### src/rtl/seven_seg_scan_controller.sv
// Three-digit seven-segment scan controller: steps through D1..D3 slots, blanks the
// start of each slot, and shows hex values latched once per frame so digits never tear.
module seven_seg_scan_controller #(
  parameter int DIV   = 1000,
  parameter int BLANK = 100
) (
  input  logic       i_clk,
  input  logic       i_rst,
  input  logic       i_en,
  input  logic [3:0] i_val0,
  input  logic [3:0] i_val1,
  input  logic [3:0] i_val2,
  input  logic [2:0] i_dp,
  output logic [1:0] o_sel,
  output logic [2:0] o_dig,
  output logic [6:0] o_seg,
  output logic       o_dot,
  output logic       o_frame
);

  localparam int CW = $clog2(DIV);
  localparam logic [CW-1:0] CNT_LAST  = CW'(DIV - 1);
  localparam logic [CW-1:0] CNT_BLANK = CW'(BLANK);

  localparam logic [1:0] SEL_D1 = 2'b00;
  localparam logic [1:0] SEL_D2 = 2'b01;
  localparam logic [1:0] SEL_D3 = 2'b10;

  logic [CW-1:0] r_cnt;
  logic [1:0]    r_sel;
  logic [3:0]    r_s0, r_s1, r_s2;
  logic [2:0]    r_sdp;
  logic          r_frame;

  logic          w_past_blank;
  logic          w_lit;
  logic [3:0]    w_val;
  logic          w_dp;
  logic [6:0]    w_hex;

  always_ff @(posedge i_clk) begin
    if (i_rst) begin
      r_cnt   <= '0;
      r_sel   <= SEL_D1;
      r_s0    <= '0;
      r_s1    <= '0;
      r_s2    <= '0;
      r_sdp   <= '0;
      r_frame <= 1'b0;
    end else begin
      r_frame <= 1'b0;
      if (i_en) begin
        if (r_cnt == CNT_LAST) begin
          r_cnt <= '0;
          // The D3->D1 wrap is the only point where new values become visible.
          if (r_sel == SEL_D3) begin
            r_sel   <= SEL_D1;
            r_s0    <= i_val0;
            r_s1    <= i_val1;
            r_s2    <= i_val2;
            r_sdp   <= i_dp;
            r_frame <= 1'b1;
          end else begin
            r_sel <= r_sel + 2'd1;
          end
        end else begin
          r_cnt <= r_cnt + 1'b1;
        end
      end
    end
  end

  generate
    if (BLANK == 0) begin : g_no_blank
      assign w_past_blank = 1'b1;
    end else begin : g_blank
      assign w_past_blank = (r_cnt >= CNT_BLANK);
    end
  endgenerate

  assign w_lit = i_en & w_past_blank;

  genvar gi;
  generate
    for (gi = 0; gi < 3; gi++) begin : g_dig
      assign o_dig[2-gi] = w_lit && (r_sel == 2'(gi));
    end
  endgenerate

  always_comb begin
    w_val = r_s0;
    w_dp  = r_sdp[2];
    case (r_sel)
      SEL_D2: begin
        w_val = r_s1;
        w_dp  = r_sdp[1];
      end
      SEL_D3: begin
        w_val = r_s2;
        w_dp  = r_sdp[0];
      end
      default: ;
    endcase
  end

  // Segment order is g..a, active-high.
  always_comb begin
    w_hex = 7'h00;
    case (w_val)
      4'h0: w_hex = 7'h3F;
      4'h1: w_hex = 7'h06;
      4'h2: w_hex = 7'h5B;
      4'h3: w_hex = 7'h4F;
      4'h4: w_hex = 7'h66;
      4'h5: w_hex = 7'h6D;
      4'h6: w_hex = 7'h7D;
      4'h7: w_hex = 7'h07;
      4'h8: w_hex = 7'h7F;
      4'h9: w_hex = 7'h6F;
      4'hA: w_hex = 7'h77;
      4'hB: w_hex = 7'h7C;
      4'hC: w_hex = 7'h39;
      4'hD: w_hex = 7'h5E;
      4'hE: w_hex = 7'h79;
      4'hF: w_hex = 7'h71;
      default: w_hex = 7'h00;
    endcase
  end

  assign o_sel   = r_sel;
  assign o_seg   = w_lit ? w_hex : 7'h00;
  assign o_dot   = w_lit & w_dp;
  assign o_frame = r_frame;

endmodule

### config.mk
export PLATFORM = sky130hd
export DESIGN_NAME = seven_seg_scan_controller
export DESIGN_NICKNAME = d
export VERILOG_FILES = /design/src/rtl/seven_seg_scan_controller.sv
export SDC_FILE = /design/constraint.sdc
export NUM_CORES = 1
export LEC_CHECK = 0
export ABC_CLOCK_PERIOD_IN_PS = 3500
export BUFFER_PORTS_ARGS = -buffer_cell sky130_fd_sc_hd__buf_2
export CAP_MARGIN = 20
export CORE_UTILIZATION = 54
export DETAILED_ROUTE_END_ITERATION = 12
export GPL_TIMING_DRIVEN = 0
export PLACE_DENSITY = 0.8
export SLEW_MARGIN = 20
export SYNTH_ARGS = -nofsm -noshare
export SYNTH_HDL_FRONTEND = slang
export SYNTH_SLANG_ARGS = --single-unit
### constraint.sdc
create_clock -name i_clk -period 3.5 [get_ports i_clk]
set_input_delay 0.7 -clock i_clk [delete_from_list [all_inputs] [get_ports i_clk]]
set_output_delay 0.7 -clock i_clk [all_outputs]
set_load 0.01 [all_outputs]
# Word-level counts from Yosys, hierarchy flattened

Memories as Yosys holds them, arrays and structs flattened.
Cells that the tools add are included.

Bits in registers: 28
ROM bits: 112
Bits of input ports: 18
Output and inout port bits: 14
Logic and storage cells: 31
Memories: 1

Add/subtract/negate cells: 2
Order comparisons: 1
Equal/unequal tests: 3
Muxes and demuxes: 6
Bitwise logic cells: 4
Reductions and logical operators: 7

Memory list:

| name             | words | width | rd ports | clocked after memory_dff | write ports | line | RTL |
|---|---|---|---|---|---|---|---|
| (name not given) | 16    | 7     | 1        | 0                        | 0           | 109  | `case (w_val)` |

Operators by type and width:

| kind                  | count |
|---|---|
| $add 10x1->10 const B | 1 |
| $eq 10x10->1 const B  | 1 |
| $ge 10x7->1 const B   | 1 |
| $mux 10               | 1 |
| $pmux 4 s2            | 1 |
| $mux 7                | 1 |
| $logic_and 1x1->1     | 3 |
| $reduce_and 3->1      | 1 |
| $reduce_or 3->1       | 1 |
| $add 2x1->2 const B   | 1 |
| $and 1x1->1           | 2 |
| $eq 2x1->1 const B    | 1 |
| $eq 2x2->1 const B    | 1 |
| $logic_not 2->1       | 1 |
| $mux 2                | 1 |
| $not 1->1             | 2 |
| $pmux 1 s2            | 1 |
| $reduce_and 2->1      | 1 |
| $mux 1                | 1 |

# Depth between registers and ports, before layout

An unclocked memory read counts as a cell.

Depth after elaboration: 4
Depth in mapped cells: 9
Depth with buffers taken out: 8

# Worst setup path after synthesis

Ideal clock, no wire load.

Path kind: reg-to-output
Start: register r_sel[0] (netlist: o_sel[0])
End: output port o_seg[3]
Arrival: 2359 ps
Required time: 2800 ps
Slack: 441 ps
Cell stages (with the launch flop): 10
Buffers on the path: 1
Cell sequence: dfxtp_1 -> inv_1 -> ha_1 -> buf_2 -> nor2_1 -> a21oi_1 -> inv_1 -> ha_1 -> mux2_2 -> o22ai_1

Longest elaborated chain between the ends: 4
Elaborated cells on any way between the ends: 5
Those cells by class: eq/ne (2); mux (2); memory (1)

Ends and longest elaborated chain:

| element                                  | line | RTL |
|---|---|---|
| start: declaration                       | 30   | `logic [1:0] r_sel;` |
| start signal: assignment                 | 64   | `r_sel <= r_sel + 2'd1;` |
| $eq 2x2->1 or $eq 2x1->1 (tied branches) | 93   | `case (r_sel)` |
| $pmux 4 s2 (*)                           | 93   |  |
| $mem_v2 16x7 (*)                         | --   |  |
| $mux 7 (*)                               | 131  | `assign o_seg = w_lit ? w_hex : 7'h00;` |
| end: declaration                         | 16   | `output logic [6:0] o_seg,` |

Every way passes the cells marked *; elsewhere a longest branch is shown, timed or not.

# Worst setup path after layout

Start: register r_sel[1] (netlist: o_sel[1])
End: output port o_seg[3]

The elaborated chain is that of the path after synthesis.

==> qor.yml <==
routing:
  vias: 1459
  final_antenna_net_count: 0
  viasPerCell: 5.57
  remaining_drc_errors: 7
  wirelength_mm: 3.53
  detail_route.iter0.violations: 140
  post_drt_wl_per_cell_um: 13.5
  drt_first_pass_iters: 8
global_routing:
  met1_usage_pct: 29.3
  grt_max_degree: 17
  use_met2_pct: 42.7
  antenna_found_initial: 0
  globalRouteMet3Util_pct: 5.22
  gr-total-overflow: 0
  top_usage_layer: "met2"
  grt_pass1_vias: 1391
  grt_usage_pct: 23.4
  grt_pass1_wl_mm: 6.03
setup_path:
  cp_max_fo: 10
  crit_required_ps: 2800
  worstSetupEndpointType: "output port"
  path_class: "reg -> out"
  reg2reg_depth: 7
  worstPathArrival_ps: 2610
  startpoint_type: "flip-flop"
  r2r_start: "r_cnt[0]$_SDFFE_PP0P_"
  reg2reg_slack_ps: 1590
  reg2reg_to: "r_s0[3]$_SDFFE_PP0P_"
die:
  initial_core_util_pct: 58.4
  io_pins: 32
  core_area_sq_um: 2830
  die_w_um: 57.3
  rows: 19
  die_y_um: 57.3
  dieArea_sq_um: 3290
sta:
  period_needed_ps: 3310
  timing.final.crit_share_pct: 94.5
  worst_slack_ps: 192
  rsz0062_at_grt: "false"
  hold_violations: 0
  setup_viol: 0
  slew_violations: 0
  tightestPinTransition_ps: 595
  skew_ps: 15.8
  fin_setup_tns_ps: 0
  max_freq_mhz: 302
  relSlewSlack_pct: 60.3
logic_synthesis:
  ys_types: 40
  yosys.area.top_type_share_pct: 33.9
  synth_edf_count: 0
  ys_top_cells_by_count: "28 x dfxtp_1, 23 x nand2_1, 19 x a21oi_1"
  synth_flop_cell: "dfxtp_1"
  synth-async-reset-ratio_pct: 0
  ys_ff_latch: 28
  synthCells: 192
  yosysMostFrequentCell: "dfxtp_1"
  syn-num-nets: 223
  netlist_top_cells_area: "dfxtp_1 34%, ha_1 9.8%, a21oi_1 5.8%"
  syn_area_sq_um: 1650
  synth_top_cell_by_area: "dfxtp_1"
  syn_avg_cell_area_sq_um: 8.61
  ys_warn_count: 0
  yosysSeqAreaShare_pct: 33.9
clock_network:
  cts_tree: "built"
  clock_sinks: 28
  clk_transition_reported_paths_ps: 160
  h-tree-depth: 1
  clk_latency_ps: 350
  holdBufCountCts: 0
  clockBufferDepth: 2
  cts-root-buf: "clkbuf_4"
  numCtsBuffers: 3
finish:
  final_util_pct: 68.8
  area_growth_pct: 17.8
  antenna_cells: 0
  fin_nets: 263
  final_cell_area_sq_um: 1950
  drive_above_1_share_pct: 28.1
place:
  placed_area_sq_um: 1840
  portBuffers: 30
  place_congestion: 0.841
  dpl.hpwl_mm: 2.55
  post-place-ws_ps: 191
status:
  status: "complete, but fails checks"
  violations: "DRC"
min_path:
  hold_path_end: "r_sdp[1]$_SDFFE_PP0P_"
  hold_path_startpoint: "r_sdp[1]$_SDFFE_PP0P_"
  min_path_cells: 2
  hold_class: "reg -> reg"
pwr:
  power_leakage_nw: 0.804
  p_total_mw: 0.566
  worst_ir_drop_vdd_mv: 0.298
  powerDensity_nw_per_um2: 291
run:
  cap_violations: 0
-- per-layer routing --
| metal | share of wire (%) | vias up |
|---|---|---|
| li1 | - | 745 |
| met1 | 46 | 678 |
| met2 | 49 | 33 |
| met5 | 0 | - |
| met4 | 0.26 | 0 |
| met3 | 4.5 | 3 |
-- worst max-delay path, stage by stage (launching register included) --
cell	delay, ps
dfxtp_2	380
inv_1	90
ha_2	390
clkbuf_4	220
nor2_1	60
a21oi_2	190
inv_1	90
ha_1	260
mux2_2	290
o22ai_1	150
buf_2	150
-- per-stage QoR --
step / std cells / hold slack, ps
2_1_floorplan: 192 / 436
3_3_place_gp: 253 / 443
3_5_place_dp: 253 / 448
4_1_cts: 262 / 468
5_1_grt: 262 / 483
6_report: 262 / 468
-- report_power, final --
group          leakage, nW  switching [mW]  total (mW)  internal [mW]
registers            0.227         0.00288       0.324          0.321
logic                0.549          0.0123      0.0245         0.0122
clock network       0.0279           0.101       0.217          0.116
-- area by class of cell --
class                      instances  area (sq um)
buffer                            11          81.3
clock buffer                       3          22.5
clock inverter                     1          30.0
fill                             242           882
inverter                           7          26.3
multi-input combinational        146           997
sequential                        28           563
tap                               31          38.8
timing repair buffer              35           188
-- registers in the layout, indices dropped and copies added (netlist names) --
| register | flops |
|---|---|
| o_frame | 1 |
| o_sel | 2 |
| r_cnt | 10 |
| r_s0 | 4 |
| r_s1 | 4 |
| r_s2 | 4 |
| r_sdp | 3 |
-- cell usage in the layout, fill, tap and decap left out, types with 2 or more instances in the layout --
cell | Yosys | routed
nor2_1 | 17 | 17
buf_2 | 5 | 34
nor3_1 | 4 | 4
nand4_1 | 3 | 3
a21oi_2 | 0 | 2
xnor2_1 | 6 | 6
nand4b_1 | 2 | 2
clkbuf_4 | 0 | 4
dfxtp_2 | 0 | 2
and2_1 | 4 | 4
xor2_1 | 4 | 4
inv_1 | 7 | 7
mux2_2 | 3 | 3
a21oi_1 | 19 | 17
o221a_2 | 3 | 3
nand2_1 | 23 | 23
mux2i_1 | 7 | 7
ha_1 | 13 | 12
nand3_1 | 17 | 17
dfxtp_1 | 28 | 26
buf_4 | 2 | 7
a22oi_1 | 4 | 4
-- how the worst max path moves through the flow --
| stage | start | slack, ps | cells after the start | endpoint |
|---|---|---|---|---|
| final | o_sel[1]$_SDFFE_PP0P_ | 190 | 10 | o_seg[3] |
| after global routing | o_sel[0]$_SDFFE_PP0P_ | 20 | 10 | o_seg[3] |
| after CTS | o_sel[0]$_SDFFE_PP0P_ | 100 | 10 | o_seg[3] |
| after detailed placement | o_sel[0]$_SDFFE_PP0P_ | 190 | 10 | o_seg[3] |
| after global placement | o_sel[0]$_SDFFE_PP0P_ | 220 | 10 | o_seg[3] |
| after floorplan | o_sel[0]$_SDFFE_PP0P_ | 440 | 9 | o_seg[3] |
-- what timing repair did --
item                                    in CTS  in global routing
buffers inserted                             5                  0
endpoints found under the setup margin       7                  5
resized for setup                            2                  4
pin swaps                                    0                  0
-- cells by family (layout without fill, tap and decap cells) --
logic type	count (synthesis)	count (layout)	share of synthesized area, %
simple gates	77	77	23.0
flops	28	28	33.9
fa+ha+maj	13	13	9.84
buf+inv	18	57	6.36
compound gates	35	35	13.9
xor+xnor	10	10	5.30
mux	11	11	7.65
No activity file was read; power rests on OpenSTA's default activity.
